**src/rtl/bus_pkg.sv**
```systemverilog
// Shared types and constants for the system-bus arbiter.
package bus_pkg;

    localparam int ADDR_W = 32;
    localparam int DATA_W = 32;
    localparam int STRB_W = 4;

    // Read data returned to a master whose transaction was ended by the watchdog.
    localparam logic [DATA_W-1:0] ERR_RDATA = 32'hDEAD_BEEF;

    typedef enum logic {
        IDLE,
        BUSY
    } arb_state_e;

endpackage

```
**src/rtl/bus_arbiter_rr_picker.sv**
```systemverilog
// Round-robin picker: first requester after ptr, wrapping modulo N.
module rr_picker #(
    parameter int N = 2
) (
    input  logic [N-1:0]         req,
    input  logic [$clog2(N)-1:0] ptr,
    output logic                 any,
    output logic [$clog2(N)-1:0] idx
);

    logic [2*N-1:0] doubled;
    logic [N-1:0]   rotated;
    int             offset;
    int             sum;

    // Rotate so that bit 0 is master ptr+1, find the lowest set bit, then map back.
    always_comb begin
        doubled = {req, req} >> (int'(ptr) + 1);
        rotated = doubled[N-1:0];
        offset  = 0;
        for (int k = N - 1; k >= 0; k--) begin
            if (rotated[k]) begin
                offset = k;
            end
        end
        sum = int'(ptr) + 1 + offset;
        if (sum >= N) begin
            sum = sum - N;
        end
        idx = $clog2(N)'(sum);
        any = |req;
    end

endmodule

```
**src/rtl/bus_arbiter.sv**
```systemverilog
// Round-robin N-master to 1-slave arbiter for the valid/ready memory bus, with a
// watchdog that force-completes transactions the slave never answers.
module bus_arbiter
    import bus_pkg::*;
#(
    parameter int MASTER_COUNT = 2,
    parameter int TIMEOUT      = 256
) (
    input  logic                             clk,
    input  logic                             rst,
    input  logic [MASTER_COUNT-1:0]          m_valid,
    input  logic [MASTER_COUNT-1:0]          m_instr,
    input  logic [MASTER_COUNT*ADDR_W-1:0]   m_addr,
    input  logic [MASTER_COUNT*DATA_W-1:0]   m_wdata,
    input  logic [MASTER_COUNT*STRB_W-1:0]   m_wstrb,
    output logic [MASTER_COUNT-1:0]          m_ready,
    output logic [DATA_W-1:0]                m_rdata,
    output logic                             s_valid,
    output logic                             s_instr,
    output logic [ADDR_W-1:0]                s_addr,
    output logic [DATA_W-1:0]                s_wdata,
    output logic [STRB_W-1:0]                s_wstrb,
    input  logic                             s_ready,
    input  logic [DATA_W-1:0]                s_rdata,
    output logic [$clog2(MASTER_COUNT)-1:0]  grant_id,
    output logic                             timeout_err
);

    // Handshake: a master raises m_valid with stable instr/addr/wdata/wstrb and holds
    // them until its one-cycle m_ready pulse; the slave side completes a BUSY cycle by
    // raising s_ready, which is looked at only while BUSY.

    localparam int IW = $clog2(MASTER_COUNT);
    localparam int CW = (TIMEOUT > 2) ? $clog2(TIMEOUT) : 1;
    localparam logic [CW-1:0] CNT_LAST = CW'((TIMEOUT > 0) ? TIMEOUT - 1 : 0);
    localparam logic [CW-1:0] CNT_MAX  = '1;

    arb_state_e    state;
    arb_state_e    state_next;
    logic [IW-1:0] grant;
    logic [IW-1:0] ptr;
    logic [CW-1:0] cnt;
    logic          pick_any;
    logic [IW-1:0] pick_idx;
    logic          complete;

    rr_picker #(
        .N(MASTER_COUNT)
    ) u_picker (
        .req(m_valid),
        .ptr(ptr),
        .any(pick_any),
        .idx(pick_idx)
    );

    always_ff @(posedge clk or posedge rst) begin
        if (rst) begin
            state <= IDLE;
            grant <= '0;
            ptr   <= IW'(MASTER_COUNT - 1);
            cnt   <= '0;
        end else begin
            state <= state_next;
            case (state)
                IDLE: begin
                    if (pick_any) begin
                        grant <= pick_idx;
                        cnt   <= '0;
                    end
                end
                BUSY: begin
                    if (complete) begin
                        ptr <= grant;
                    end else if (cnt != CNT_MAX) begin
                        cnt <= cnt + 1'b1;
                    end
                end
                default: ;
            endcase
        end
    end

    always_comb begin
        state_next  = state;
        complete    = 1'b0;
        s_valid     = 1'b0;
        s_instr     = 1'b0;
        s_addr      = '0;
        s_wdata     = '0;
        s_wstrb     = '0;
        m_ready     = '0;
        m_rdata     = '0;
        timeout_err = 1'b0;
        case (state)
            IDLE: begin
                if (pick_any) begin
                    state_next = BUSY;
                end
            end
            BUSY: begin
                s_valid = 1'b1;
                s_instr = m_instr[grant];
                s_addr  = m_addr[ADDR_W*int'(grant) +: ADDR_W];
                s_wdata = m_wdata[DATA_W*int'(grant) +: DATA_W];
                s_wstrb = m_wstrb[STRB_W*int'(grant) +: STRB_W];
                // A real completion in the watchdog's last cycle still wins.
                if (s_ready) begin
                    complete       = 1'b1;
                    m_ready[grant] = 1'b1;
                    m_rdata        = s_rdata;
                end else if (TIMEOUT != 0 && cnt == CNT_LAST) begin
                    complete       = 1'b1;
                    m_ready[grant] = 1'b1;
                    m_rdata        = ERR_RDATA;
                    timeout_err    = 1'b1;
                end
                if (complete) begin
                    state_next = IDLE;
                end
            end
            default: state_next = IDLE;
        endcase
    end

    assign grant_id = grant;

endmodule
```
**config.mk**
```make
export PLATFORM = sky130hd
export DESIGN_NAME = bus_arbiter
export DESIGN_NICKNAME = d
export VERILOG_FILES = /design/src/rtl/bus_pkg.sv /design/src/rtl/bus_arbiter_rr_picker.sv /design/src/rtl/bus_arbiter.sv
export SDC_FILE = /design/constraint.sdc
export NUM_CORES = 1
export LEC_CHECK = 0
export CORE_AREA = 2 2 108 110
export CTS_CLUSTER_DIAMETER = 100
export DETAILED_ROUTE_END_ITERATION = 10
export DIE_AREA = 0 0 110 112
export SYNTH_ARGS = -nofsm -noshare
export SYNTH_HDL_FRONTEND = slang
export SYNTH_HIERARCHICAL = 1
export SYNTH_SLANG_ARGS = --single-unit
```
**constraint.sdc**
```tcl
create_clock -name clk -period 4.7 [get_ports clk]
set_clock_uncertainty 0.1 [all_clocks]
set_input_delay 1.41 -clock clk [delete_from_list [all_inputs] [get_ports clk]]
set_output_delay 1.41 -clock clk [all_outputs]
set_load 0.01 [all_outputs]
```
After elaboration in Yosys (flattened, before gate mapping)
Index checks and enable logic that the tools add are counted.

storage, ports and cells
  register bits after elaboration = 11
  input port bits = 175
  output and inout port bits = 106

operators by class
  add/subtract/negate cells = 4
  magnitude comparators = 3
  eq/ne operators = 5
  shifts and indexed selects = 4
  mux-type cells = 31
  bitwise logic cells = 1
  reduce and logical (&&, ||, !) cells = 5

operator list
  cell                 number
  $mux 32              5
  $shiftx 64x7->32     2
  $ge 32x3->1 const B  1
  $mux 8               3
  $mux 1               16
  $pmux 8 s2           1
  $add 8x1->8 const B  1
  $eq 8x8->1 const B   1
  $ne 8x8->1 const B   1
  $shiftx 8x4->4       1
  $mux 2               3
  $mux 4               1
  $ne 2x2->1 const B   2
  $reduce_and 2->1     2
  $shr 4x2->2          1
  $add 2x1->3          1
  $reduce_and 3->1     1
  $add 1x1->2 const B  1
  $lt 1x2->1 const B   1
  $ne 2x1->1 const B   1
  $pmux 1 s2           1
  $reduce_or 2->1      1
  $demux 1 s1          1
  $ge 1x1->1 const B   1
  3 further kinds      3

Depth between registers and ports, before layout
  word-level depth = 7
  mapped depth = 6
  gate-level depth less buffers = 5

By module
Netlist, hierarchy kept.

modules (own cells, without submodules)
  module       instances  cells an instance  area an instance (um^2)  sequential area each (um^2)
  bus_arbiter  1          272                2099.5                   276.5
  rr_picker    1          4                  25.0                     0.0

Least setup slack after synthesis
Ideal clock, no wire load.

  path kind = input to output
  start point = input s_ready
  end point = output m_rdata[19]
  arrival time = 2.053 ns
  data required time = 3.190 ns
  slack = 1.137 ns
  stages on the path = 4
  buffers on the path = 2
  path through = buf_2 -> o21ai_4 -> buf_6 -> a21oi_1

between the ends
  word-level cells in the longest chain between the ends = 2

RTL lines
  what             RTL line            text
  start, declared  bus_arbiter.sv:23   input logic s_ready,
  $mux 32          bus_arbiter.sv:107  if (s_ready) begin
  $mux 32          bus_arbiter.sv:94   case (state)
  end, declared    bus_arbiter.sv:17   output logic [DATA_W-1:0] m_rdata,

Every way passes these cells.

Worst setup path in the final report
  start point = input s_ready
  end point = output timeout_err

between the ends
  word-level cells in the longest chain between the ends = 2

RTL lines
  what           RTL line            text
  $mux 1         bus_arbiter.sv:107
  $mux 1         bus_arbiter.sv:94
  end, declared  bus_arbiter.sv:26   output logic timeout_err

Every way passes these cells.

==> run summary <==
Fraction of final layout cells with drive strength greater than 1: 4.24%
Critical path's slowest cell: sky130_fd_sc_hd__clkdlybuf4s50_1
Maximum resistive drop on vdd: 328 uV
Clock slew at reported path FFs: 0.04 ns
CP max stage delay: 0.53 ns
Worst setup slack after placement: 0.234 ns
Top flip-flop cell by instance count after synthesis: sky130_fd_sc_hd__dfrtp_1
Top-Level Pins: 281
Number of antenna violations at the first check in global routing: 0
Pin count of the biggest net entering global routing: 80
Area of the core: 0.0112 mm2
Seq pwr share: 12.7%
Buffers plus inverters on the worst setup path: 3
Final-report setup violation count: 0
Remaining global-route overflow: 0
Initial Utilization: 19.0%
Routed wire length: 10,500 um
Cell repeated most along the worst path: sky130_fd_sc_hd__clkdlybuf4s50_1
Setup repair after global routing missed its margin: false
Number of clock sinks seen by CTS: 11
Tightest Hold Check Type: reg -> reg
GRT Util Overall: 15.7%
Chip width: 110 um
Antenna diode count: 0
Violation count after the first detailed-routing iteration: 107
TritonCTS clock tree: built
Post-synthesis cell type count: 34
Leak pwr: 2.18 nW
Clk network pwr share: 9.2%
Root buffer selected by CTS: sky130_fd_sc_hd__clkbuf_16
Placer Congestion: 0.858
Count of hold buffers inserted by post-cts repair: 0
Area overhead of the layout relative to synthesis: 141%
Remaining antenna violation count after routing: 0
Detailed-placement wirelength estimate: 8720 um
Wire length of the first global-routing pass: 15,300 um
Post-synthesis cell count: 276
Total power divided by cell area: 326 mW/mm2
Cell-by-cell listing of the critical path: clkdlybuf4s50_1, buf_4, nor2b_4, and2_1, clkdlybuf4s50_1
Flip-flop and latch count after synthesis: 11
Result of the run: completed
Port Buffer Count: 280
Net switching power: 0.000647 W
Avg Vias per Cell: 4.15
Total of warnings raised by yosys: 6
Number of levels the H-tree was split into: 1
Final clock period utilization by the worst path: 95.1%
Top-area cell type share of the netlist area: 33.0%
Total die area: 0.0123 mm2
CP delay by family, top: buffers and inverters
Type of origin of the critical path: primary input
Later-pin clock latency in the skew report: 0.23 ns
Sw frac: 38.7%
Critical path class: in -> out
Cell types with the largest area share after synthesis: sky130_fd_sc_hd__mux2i_1 (33%), sky130_fd_sc_hd__nor2b_1 (20%), sky130_fd_sc_hd__dfrtp_1 (12%)
Cell internal power dissipation: 0.00102 W
Endpoint required time on the critical path: 3.19 ns
Gates resized, CTS repair: 0
Standard-cell row count: 39
Maximum count of clock buffers along a single path: 2
Reg-to-reg slack, setup: 2.80 ns
DR WL/cell: 15.3 um
Worst setup margin: 0.231 ns
Count of max-cap constraint violations: 0
Number of enable flip-flop cells after synthesis: 0
Cell area after synthesis: 0.00212 mm2
Worst relative slew slack: 58.5%
Arrival time of the worst setup path: 2.96 ns
DRT Pass-1 Iters: 3
Via count: 2,843
Post-Syn Nets: 452
Post-synth ARST share: 100%
# DRC: 0
Count of final max-slew check failures: 0
Leading post-synthesis cells by instance count: sky130_fd_sc_hd__mux2i_1 (70), sky130_fd_sc_hd__nor2b_1 (69), sky130_fd_sc_hd__inv_1 (29)
Largest area contributor in the synthesized netlist: sky130_fd_sc_hd__mux2i_1
Total Neg Setup Slack: 0 ns
Minimum period implied by the final worst setup slack: 4.47 ns
Final hold vios: 0
Maximum fanout along the worst path: 22
Most common cell in the netlist: sky130_fd_sc_hd__mux2i_1
Slew at the pin with the worst max-slew slack: 0.622 ns
Via count of the first global-routing pass: 2,901
CP endpoint kind: output pin
Mapped Avg Cell Area: 7.70 um2
Peak Freq: 224 MHz
Setup repair bufs after CTS: 0
Final-stage net count: 719
Inserted Clock Buffers: 3
Proportion of power drawn by combinational gates: 78.1%
Sequential fraction of the synthesis area: 13.0%
Die height: 112 um
==> kinds of logic after synthesis <==
family,synth area share [%]
simple gates,29.3
fa+ha+maj,1.12
buf+inv,11.4
mux,34.2
flops,13.0
compound gates,11.0
==> power groups by stage <==
stage	Clock, W	Sequential [W]	Combinational [W]
after floorplan	0	0.000135	0.000723
after global placement	0	0.000215	0.00131
after detailed placement	0	0.000217	0.00132
after CTS	0.000154	0.000217	0.00132
after global routing	0.000161	0.000224	0.00139
final	0.000153	0.000213	0.00131
==> final cells by class <==
type | instances | area [um2]
Inverter | 29 | 109
Tap cell | 143 | 179
Multi-Input combinational cell | 211 | 1610
Fill cell | 1088 | 6050
Timing Repair Buffer | 287 | 2870
Clock buffer | 4 | 78.8
Sequential cell | 11 | 282
==> through the flow <==
step	area [um2]	utilization (%)	total power, W	cells	hold WS [ns]
6_report	5120	45.8	0.00167	685	0.394
2_1_floorplan	2120	-	0.000857	276	0.370
3_5_place_dp	5040	45.1	0.00153	681	0.394
4_1_cts	5120	45.8	0.00170	685	0.400
3_3_place_gp	5040	45.1	0.00153	681	0.385
5_1_grt	5120	45.8	0.00178	685	0.438
==> flip-flops by register name, indices dropped and copies added (netlist names) <==
| name | cells |
|---|---|
| cnt | 8 |
| state | 1 |
| grant_id | 1 |
| ptr | 1 |
==> placed cells by master, fill, tap and decap left out, drive strengths merged, types with 2 or more instances in the layout <==
cell	n
clkbuf	4
and3	8
nand2b	2
inv	29
mux2i	70
clkdlybuf4s50	280
nand3	5
mux2	2
nor2b	70
dfrtp	10
or2	2
o211ai	3
buf	7
o31ai	3
nand2	6
nor2	3
o21ai	4
a21oi	24
==> layer usage <==
metal  part of all wire (%)  global-route usage [%]
met1                     38                    17.5
met2                     50                    29.6
met3                     11                    4.22
met4                    1.6                    2.36
met5                      0                       0
==> path summary, 6_finish.rpt <==
kind                               startpoint                   end  cells after the start
min                        cnt[7]$_DFFE_PP0P_    cnt[7]$_DFFE_PP0P_                      1
min reg2reg                cnt[7]$_DFFE_PP0P_    cnt[7]$_DFFE_PP0P_                      1
min in group asynchronous                 rst    cnt[0]$_DFFE_PP0P_                      2
max reg2reg                   state$_DFF_PP0_  grant_id$_DFFE_PP0P_                      3
max                                   s_ready           timeout_err                      5
max in group asynchronous                 rst  grant_id$_DFFE_PP0P_                      2
==> worst reg2reg max path, cell delays in order, from the launching register on <==
cell,delay [ns]
sky130_fd_sc_hd__dfrtp_2,0.39
sky130_fd_sc_hd__buf_4,0.50
sky130_fd_sc_hd__nand2b_1,0.43
sky130_fd_sc_hd__mux2_2,0.38
Power figures use the tool's default switching activity.
